<file path="src/rtl/p_stream.sv">
// rtl/p_stream.sv - two-stage flow-controlled unary/thermometer-code classifier with statistics
module p_stream #(
   parameter int   W                     = 16,
   parameter logic P_ADMIT_COMPLIMENT_EN = 1'b1,
   parameter logic P_ADMIT_ZERO_EN       = 1'b0,
   parameter int   P_CNT_W               = 16,
   localparam int  NW                    = $clog2(W)
) (
   input  logic               i_clk,
   input  logic               i_arst,
   input  logic               i_valid,
   output logic               o_ready,
   input  logic [W-1:0]       i_x,
   output logic               o_valid,
   input  logic               i_ready,
   output logic               o_is_unary,
   output logic               o_is_compliment,
   output logic [NW-1:0]      o_n,
   input  logic               i_cnt_clr,
   output logic [P_CNT_W-1:0] o_accept_cnt,
   output logic [P_CNT_W-1:0] o_reject_cnt
);

   logic               r_s1_valid;
   logic [W-1:0]       r_s1_x;
   logic               r_valid;
   logic               r_unary;
   logic               r_comp;
   logic [NW-1:0]      r_n;
   logic [P_CNT_W-1:0] r_acc;
   logic [P_CNT_W-1:0] r_rej;

   logic               w_adv1;
   logic               w_adv2;
   logic               w_xfer;
   logic               w_m;
   logic [W-1:0]       w_xn;
   logic [W-1:0]       w_xn_inc;
   logic               w_code;
   logic               w_adm;
   logic [NW-1:0]      w_len;

   assign w_adv2 = ~r_valid | i_ready;
   assign w_adv1 = ~r_s1_valid | w_adv2;
   assign w_xfer = r_valid & i_ready;

   // After normalisation the MSB is always 0, so xn+1 never overflows W bits.
   assign w_m      = r_s1_x[W-1];
   assign w_xn     = w_m ? ~r_s1_x : r_s1_x;
   assign w_xn_inc = w_xn + W'(1);
   assign w_code   = ((w_xn & w_xn_inc) == '0);

   always_comb begin
      w_len = '0;
      for (int i = 0; i < W; i++) begin
         w_len = w_len + NW'(w_xn[i]);
      end
   end

   assign w_adm = w_code & (~w_m | P_ADMIT_COMPLIMENT_EN) & ((w_len != '0) | P_ADMIT_ZERO_EN);

   always_ff @(posedge i_clk or posedge i_arst) begin
      if (i_arst) begin
         r_s1_valid <= 1'b0;
         r_s1_x     <= '0;
         r_valid    <= 1'b0;
         r_unary    <= 1'b0;
         r_comp     <= 1'b0;
         r_n        <= '0;
      end else begin
         if (w_adv1) begin
            r_s1_valid <= i_valid;
            r_s1_x     <= i_x;
         end
         if (w_adv2) begin
            r_valid <= r_s1_valid;
            r_unary <= r_s1_valid & w_adm;
            r_comp  <= r_s1_valid & w_adm & w_m;
            r_n     <= (r_s1_valid & w_adm) ? w_len : '0;
         end
      end
   end

   // Clear takes priority so a transfer coinciding with it is dropped from the statistics.
   always_ff @(posedge i_clk or posedge i_arst) begin
      if (i_arst) begin
         r_acc <= '0;
         r_rej <= '0;
      end else if (i_cnt_clr) begin
         r_acc <= '0;
         r_rej <= '0;
      end else if (w_xfer) begin
         if (r_unary) begin
            if (r_acc != '1) r_acc <= r_acc + P_CNT_W'(1);
         end else begin
            if (r_rej != '1) r_rej <= r_rej + P_CNT_W'(1);
         end
      end
   end

   assign o_ready         = w_adv1;
   assign o_valid         = r_valid;
   assign o_is_unary      = r_unary;
   assign o_is_compliment = r_comp;
   assign o_n             = r_n;
   assign o_accept_cnt    = r_acc;
   assign o_reject_cnt    = r_rej;

endmodule

</file>
<file path="config.mk">
export PLATFORM = sky130hd
export DESIGN_NAME = p_stream
export DESIGN_NICKNAME = d
export VERILOG_FILES = /design/src/rtl/p_stream.sv
export SDC_FILE = /design/constraint.sdc
export NUM_CORES = 1
export LEC_CHECK = 0
export ABC_AREA = 1
export BUFFER_PORTS_ARGS = -buffer_cell sky130_fd_sc_hd__buf_2
export CAP_MARGIN = 25
export CORE_MARGIN = 8
export CORE_UTILIZATION = 57
export CTS_CLUSTER_SIZE = 30
export DETAILED_ROUTE_END_ITERATION = 10
export PLACE_DENSITY_LB_ADDON = 0.15
export REMOVE_ABC_BUFFERS = 1
export SETUP_SLACK_MARGIN = 0.15
export SLEW_MARGIN = 30
export SYNTH_ARGS = -nofsm -noshare
export SYNTH_HDL_FRONTEND = slang
export SYNTH_SLANG_ARGS = --single-unit
</file>
<file path="constraint.sdc">
create_clock -name i_clk -period 4.6 [get_ports i_clk]
set_input_delay 0.92 -clock i_clk [delete_from_list [all_inputs] [get_ports i_clk]]
set_output_delay 0.92 -clock i_clk [all_outputs]
set_load 0.005 [all_outputs]
</file>
Yosys cells after proc, flatten, opt, wreduce, memory -nomap -nowiden:

Index checks and enable logic that the tools add are counted.

* mux-type cells: 10
* eq/ne operators: 3
* reduce and logical (&&, ||, !) cells: 8
* $add $sub $neg: 18
* bitwise logic cells: 10

Operators by type and width (count)
* 2-to-1 mux 16 bit: 9
* adder 16 x 1 -> 16 bit (second input constant): 3
* adder 4 x 1 -> 4 bit: 12
* != test 16 bit (second input constant): 2
* AND 16 bit: 1
* zero test 16 bit: 1
* NOT 16 bit: 1
* nonzero test 2 bit: 4
* AND reduction 3 bit: 2
* adder 3 x 1 -> 4 bit: 1
* AND 1 bit: 4
* 2-to-1 mux 4 bit: 1
* nonzero test 4 bit: 1
* adder 2 x 1 -> 3 bit: 1
* adder 1 x 1 -> 2 bit: 1
* != test 2 bit (second input constant): 1
* NOT 1 bit: 2
* bitwise OR 1 bit: 2

* input port bits: 21
* output and inout bits: 40
* bits in registers: 56
* word-level logic and storage cells: 57

Longest topological paths before layout:

* word-level depth: 21
* mapped depth: 22
* mapped depth without buffers: 20

Worst setup path before layout:

OpenSTA, ideal clock, no wires.

* path kind: flip-flop to flip-flop
* start point: register r_s1_x[15]
* end point: register r_n[2] (netlist: o_n[2])
* arrival time: 4.031 ns
* library setup time: 0.066 ns
* setup slack: 0.503 ns
* path buffers: 2
* data required time: 4.534 ns
* cell stages (with the launch flop): 22
* clock period less this slack: 4.097 ns
* cell sequence: dfrtp_1 > buf_6 > inv_6 > buf_6 > nand2_2 > nand2_2 > inv_1 > fa_1 > fa_1 > fa_1 > inv_1 > fa_1 > ha_1 > inv_1 > fa_1 > xnor2_1 > nor3_1 > nand2_1 > nand2_1 > nor2_2 > nand3_1 > nand2_1

* cells in the longest elaborated chain, start to end: 20
* elaborated cells between the ends (all ways): 24
* classes of those cells: 16 x add/sub; 2 x mux; 4 x bitwise; 2 x reduce/logical

Ends and longest elaborated chain
* start, declared: RTL line 25 `logic [W-1:0] r_s1_x;`
* start signal, assigned: RTL line 73 `r_s1_x <= i_x;`
* 2-to-1 mux 16 bit (*): RTL line 49 `assign w_xn = w_m ? ~r_s1_x : r_s1_x;`
* adder 1 x 1 -> 2 bit: RTL line 56 `w_len = w_len + NW'(w_xn[i]);`
* adder 2 x 1 -> 3 bit: RTL line 56
* adder 3 x 1 -> 4 bit: RTL line 56
* adder 4 x 1 -> 4 bit (12 in series): RTL line 56
* nonzero test 4 bit: RTL line 60 `assign w_adm = w_code & (~w_m | P_ADMIT_COMPLIMENT_EN) & ((w_len != '0) | P_ADMIT_ZERO_EN);`
* AND 1 bit: RTL line 60
* AND 1 bit: RTL line 79 `r_n <= (r_s1_valid & w_adm) ? w_len : '0;`
* 2-to-1 mux 4 bit (*): RTL line 79
* end signal, assigned: RTL line 79
* end, declared: RTL line 29 `logic [NW-1:0] r_n;`

Mark *: on every way between the ends. The rest lies on a longest branch, timed or not.
A chain may end at the register's enable or synchronous reset.

Final worst setup path:

* start point: register r_s1_x[15]
* end point: register r_n[1] (netlist: o_n[1])

The elaborated chain is that of the path after synthesis.

==> results.py <==
metrics = {
    "timing": {
        "whs_ps": 480,
        "worst_pin_slew_ps": 770,
        "rsz0062_at_grt": "false",
        "slew_violations": 0,
        "period_share_pct": 93.4,
        "finalSetupViolCount": 0,
        "fmax_mhz": 233,
        "period_needed_ps": 4300,
        "slew_headroom_pct": 48.3,
        "finalWorstSetupSlack_ps": 302,
        "hold_viol": 0,
        "finalSetupTns_ps": 0,
        "finalClockSkew_ps": 10.5,
    },
    "yosys": {
        "synth_edf_count": 0,
        "yosysMostFrequentCell": "nand2_1",
        "synthTopCellsByArea": "dfrtp_1, nand2_1, inv_1",
        "synth_top_cell_area_share_pct": 38.3,
        "yosysTopAreaCell": "dfrtp_1",
        "synth_top_flop_cell": "dfrtp_1",
        "avgSynthCellArea_um2": 7.46,
        "synthTopCellsByCount": "nand2_1, inv_1, dfrtp_1",
        "syn_inst": 491,
        "ys.warnings.count": 0,
        "netlist-cell-type-count": 32,
        "synth_seq_area_share_pct": 38.3,
        "netlist_area_um2": 3660,
        "ys_async_sr_fraction_pct": 100,
        "synth-seq-cells": 56,
    },
    "floorplan": {
        "rows": 29,
        "core_um2": 6280,
        "dieArea_um2": 9240,
        "die_w_um": 96.1,
        "pin_count": 61,
        "die_h_um": 96.1,
        "start_util_pct": 58.3,
    },
    "setup_path": {
        "path_class": "reg2reg",
        "critical_path.endpoint": "o_n[1]",
        "worst_r2r_startpoint": "r_s1_x[15]",
        "startpoint_type": "register",
        "path_max_fanout": 6,
        "r2r-end": "o_n[1]",
        "ff2ff_path_depth": 18,
        "arrival_ps": 4500,
        "reg2reg_slack_ps": 300,
        "cp-startpoint": "r_s1_x[15]",
        "cp-end-kind": "register",
        "required_ps": 4800,
    },
    "placement": {
        "placed_cell_area_um2": 4020,
        "place_inst": 621,
        "hpwl_um": 6510,
        "place.port_buffers": 60,
        "place_ws_ps": 172,
        "gp_congestion": 0.968,
    },
    "clock_tree": {
        "clk_path_buf_depth": 2,
        "cts-buffers-inserted": 5,
        "htree_levels": 2,
        "clk_latency_ps": 310,
        "root_buffer": "clkbuf_8",
        "cts_tree": "built",
        "numClockSinks": 56,
        "clk_pin_slew_ps": 90,
    },
    "pwr": {
        "peakVddDrop_v": 0.000577,
        "p_int_mw": 0.972,
        "netSwitchingFraction_pct": 39.1,
        "powerDensity_nw_per_um2": 375,
        "clockPowerShare_pct": 17.6,
        "p_leak_nw": 2.21,
        "seqPwrFrac_pct": 33.0,
        "p_comb_share_pct": 49.4,
        "power_switching_mw": 0.624,
    },
    "routing": {
        "dr.pass1.iters": 4,
        "drc": 0,
        "viasPerCell": 5.21,
        "antenna_left": 0,
        "wl_per_cell_um": 13.8,
        "routed_wl_um": 8830,
        "dr_total_vias": 3344,
        "drt-initial-drc-count": 119,
    },
    "layout": {
        "area_growth_pct": 16.3,
        "nNetsFinal": 604,
        "drive_gt1_share_pct": 23.0,
        "design_area_um2": 4260,
        "fin_cells": 642,
        "num_antenna_cells": 0,
    },
    "global_routing": {
        "grt_max_degree": 39,
        "grt_pass1_wl_um": 14800,
        "grt-ovfl-total": 0,
        "grt_pass1_vias": 3375,
        "grt_antenna_before_repair": 0,
        "grt_usage_pct": 20.0,
    },
    "job": {
        "drv_cap": 0,
    },
    "hold_path": {
        "hold_class": "reg2reg",
        "min_from": "o_n[3]",
    },
    "status": {
        "outcome": "finished, final reports clean",
    },
}
-- timing repair --
item,4_1_cts,5_1_grt
setup endpoints to repair,5,6
gates cloned,0,1
gates resized for setup,1,18
pin swaps,0,10
buffers inserted,0,12
hold buffers,0,0
-- layout make-up --
| cell class | count | area (um2) |
|---|---|---|
| inverters | 75 | 287 |
| repair inverters | 1 | 6.26 |
| flip-flops and latches | 56 | 1400 |
| clock inverters | 2 | 13.8 |
| repair buffers | 77 | 429 |
| fillers | 545 | 2020 |
| well taps | 77 | 96.3 |
| multi-input cells | 348 | 1940 |
| clock buffers | 6 | 82.6 |
-- power by group through the flow --
| stage | sequential [mW] | combinational, mW | clock [mW] |
|---|---|---|---|
| after floorplan | 0.534 | 0.516 | 0 |
| after global placement | 0.536 | 0.636 | 0 |
| after detailed placement | 0.536 | 0.649 | 0 |
| after CTS | 0.527 | 0.654 | 0.293 |
| after global routing | 0.529 | 0.911 | 0.306 |
| final | 0.526 | 0.789 | 0.282 |
-- worst max-delay path, stage by stage, from the launching register on --
cell	delay, ps
dfrtp_2	470
buf_2	170
nand2_1	90
nand2_2	110
fa_1	520
fa_1	440
fa_1	490
inv_1	50
fa_1	500
ha_2	190
inv_1	50
fa_2	510
inv_1	50
nor3_2	200
nand2_1	90
nand2_2	90
nor2_4	50
nand3_1	80
nand2_1	50
-- routing by layer --
layer	track usage, %	up-vias	share of wire [%]
met5	0	-	0
met3	3.04	12	5.1
met1	22.6	1563	40
met2	36.4	85	53
met4	8.32	0	1.9
li1	-	1684	-
-- cells by family (layout without fill, tap and decap cells) --
group | Yosys count | after routing | synth area share [%]
buf+inv | 87 | 161 | 9.81
compound gates | 47 | 47 | 6.77
xor+xnor | 19 | 19 | 4.55
fa+ha+maj | 19 | 19 | 8.34
flops | 56 | 56 | 38.3
simple gates | 263 | 263 | 32.3
-- sequential cells by signal, summed over array words and instances, names as in the netlist --
| signal | cells |
|---|---|
| o_is_compliment | 1 |
| o_reject_cnt | 16 |
| r_s1_valid | 1 |
| o_valid | 1 |
| o_is_unary | 1 |
| o_n | 4 |
| r_s1_x | 16 |
| o_accept_cnt | 16 |
-- metrics by stage --
step / utilization, % / power [mW]
2_1_floorplan: - / 1.05
3_3_place_gp: 64.1 / 1.17
3_5_place_dp: 64.1 / 1.19
4_1_cts: 65.6 / 1.47
5_1_grt: 67.8 / 1.75
6_report: 67.8 / 1.60
-- placed cells by master, fill, tap and decap left out, types with 6 or more instances in the layout --
cell and count:
nand2_2 13, o21ai_1 9, fa_1 8, ha_1 9, dfrtp_1 55, a21oi_1 8, buf_4 15, buf_2 61
inv_1 65, nand2_1 136, inv_2 9, nor3_1 11, nand3_1 34, clkbuf_8 6, o21ai_0 25, nor2_1 39
xor2_1 15, nand4_1 7
-- worst min-delay path by stage --
stage                      end  cells after the start  slack [ps]
3_3_place_gp            o_n[3]                      2         460
2_1_floorplan          o_valid                      1         460
4_1_cts        o_is_compliment                      2         480
6_report                o_n[3]                      2         480
5_1_grt        o_is_compliment                      2         510
3_5_place_dp   o_is_compliment                      2         460
(Power assumes the default switching activity.)
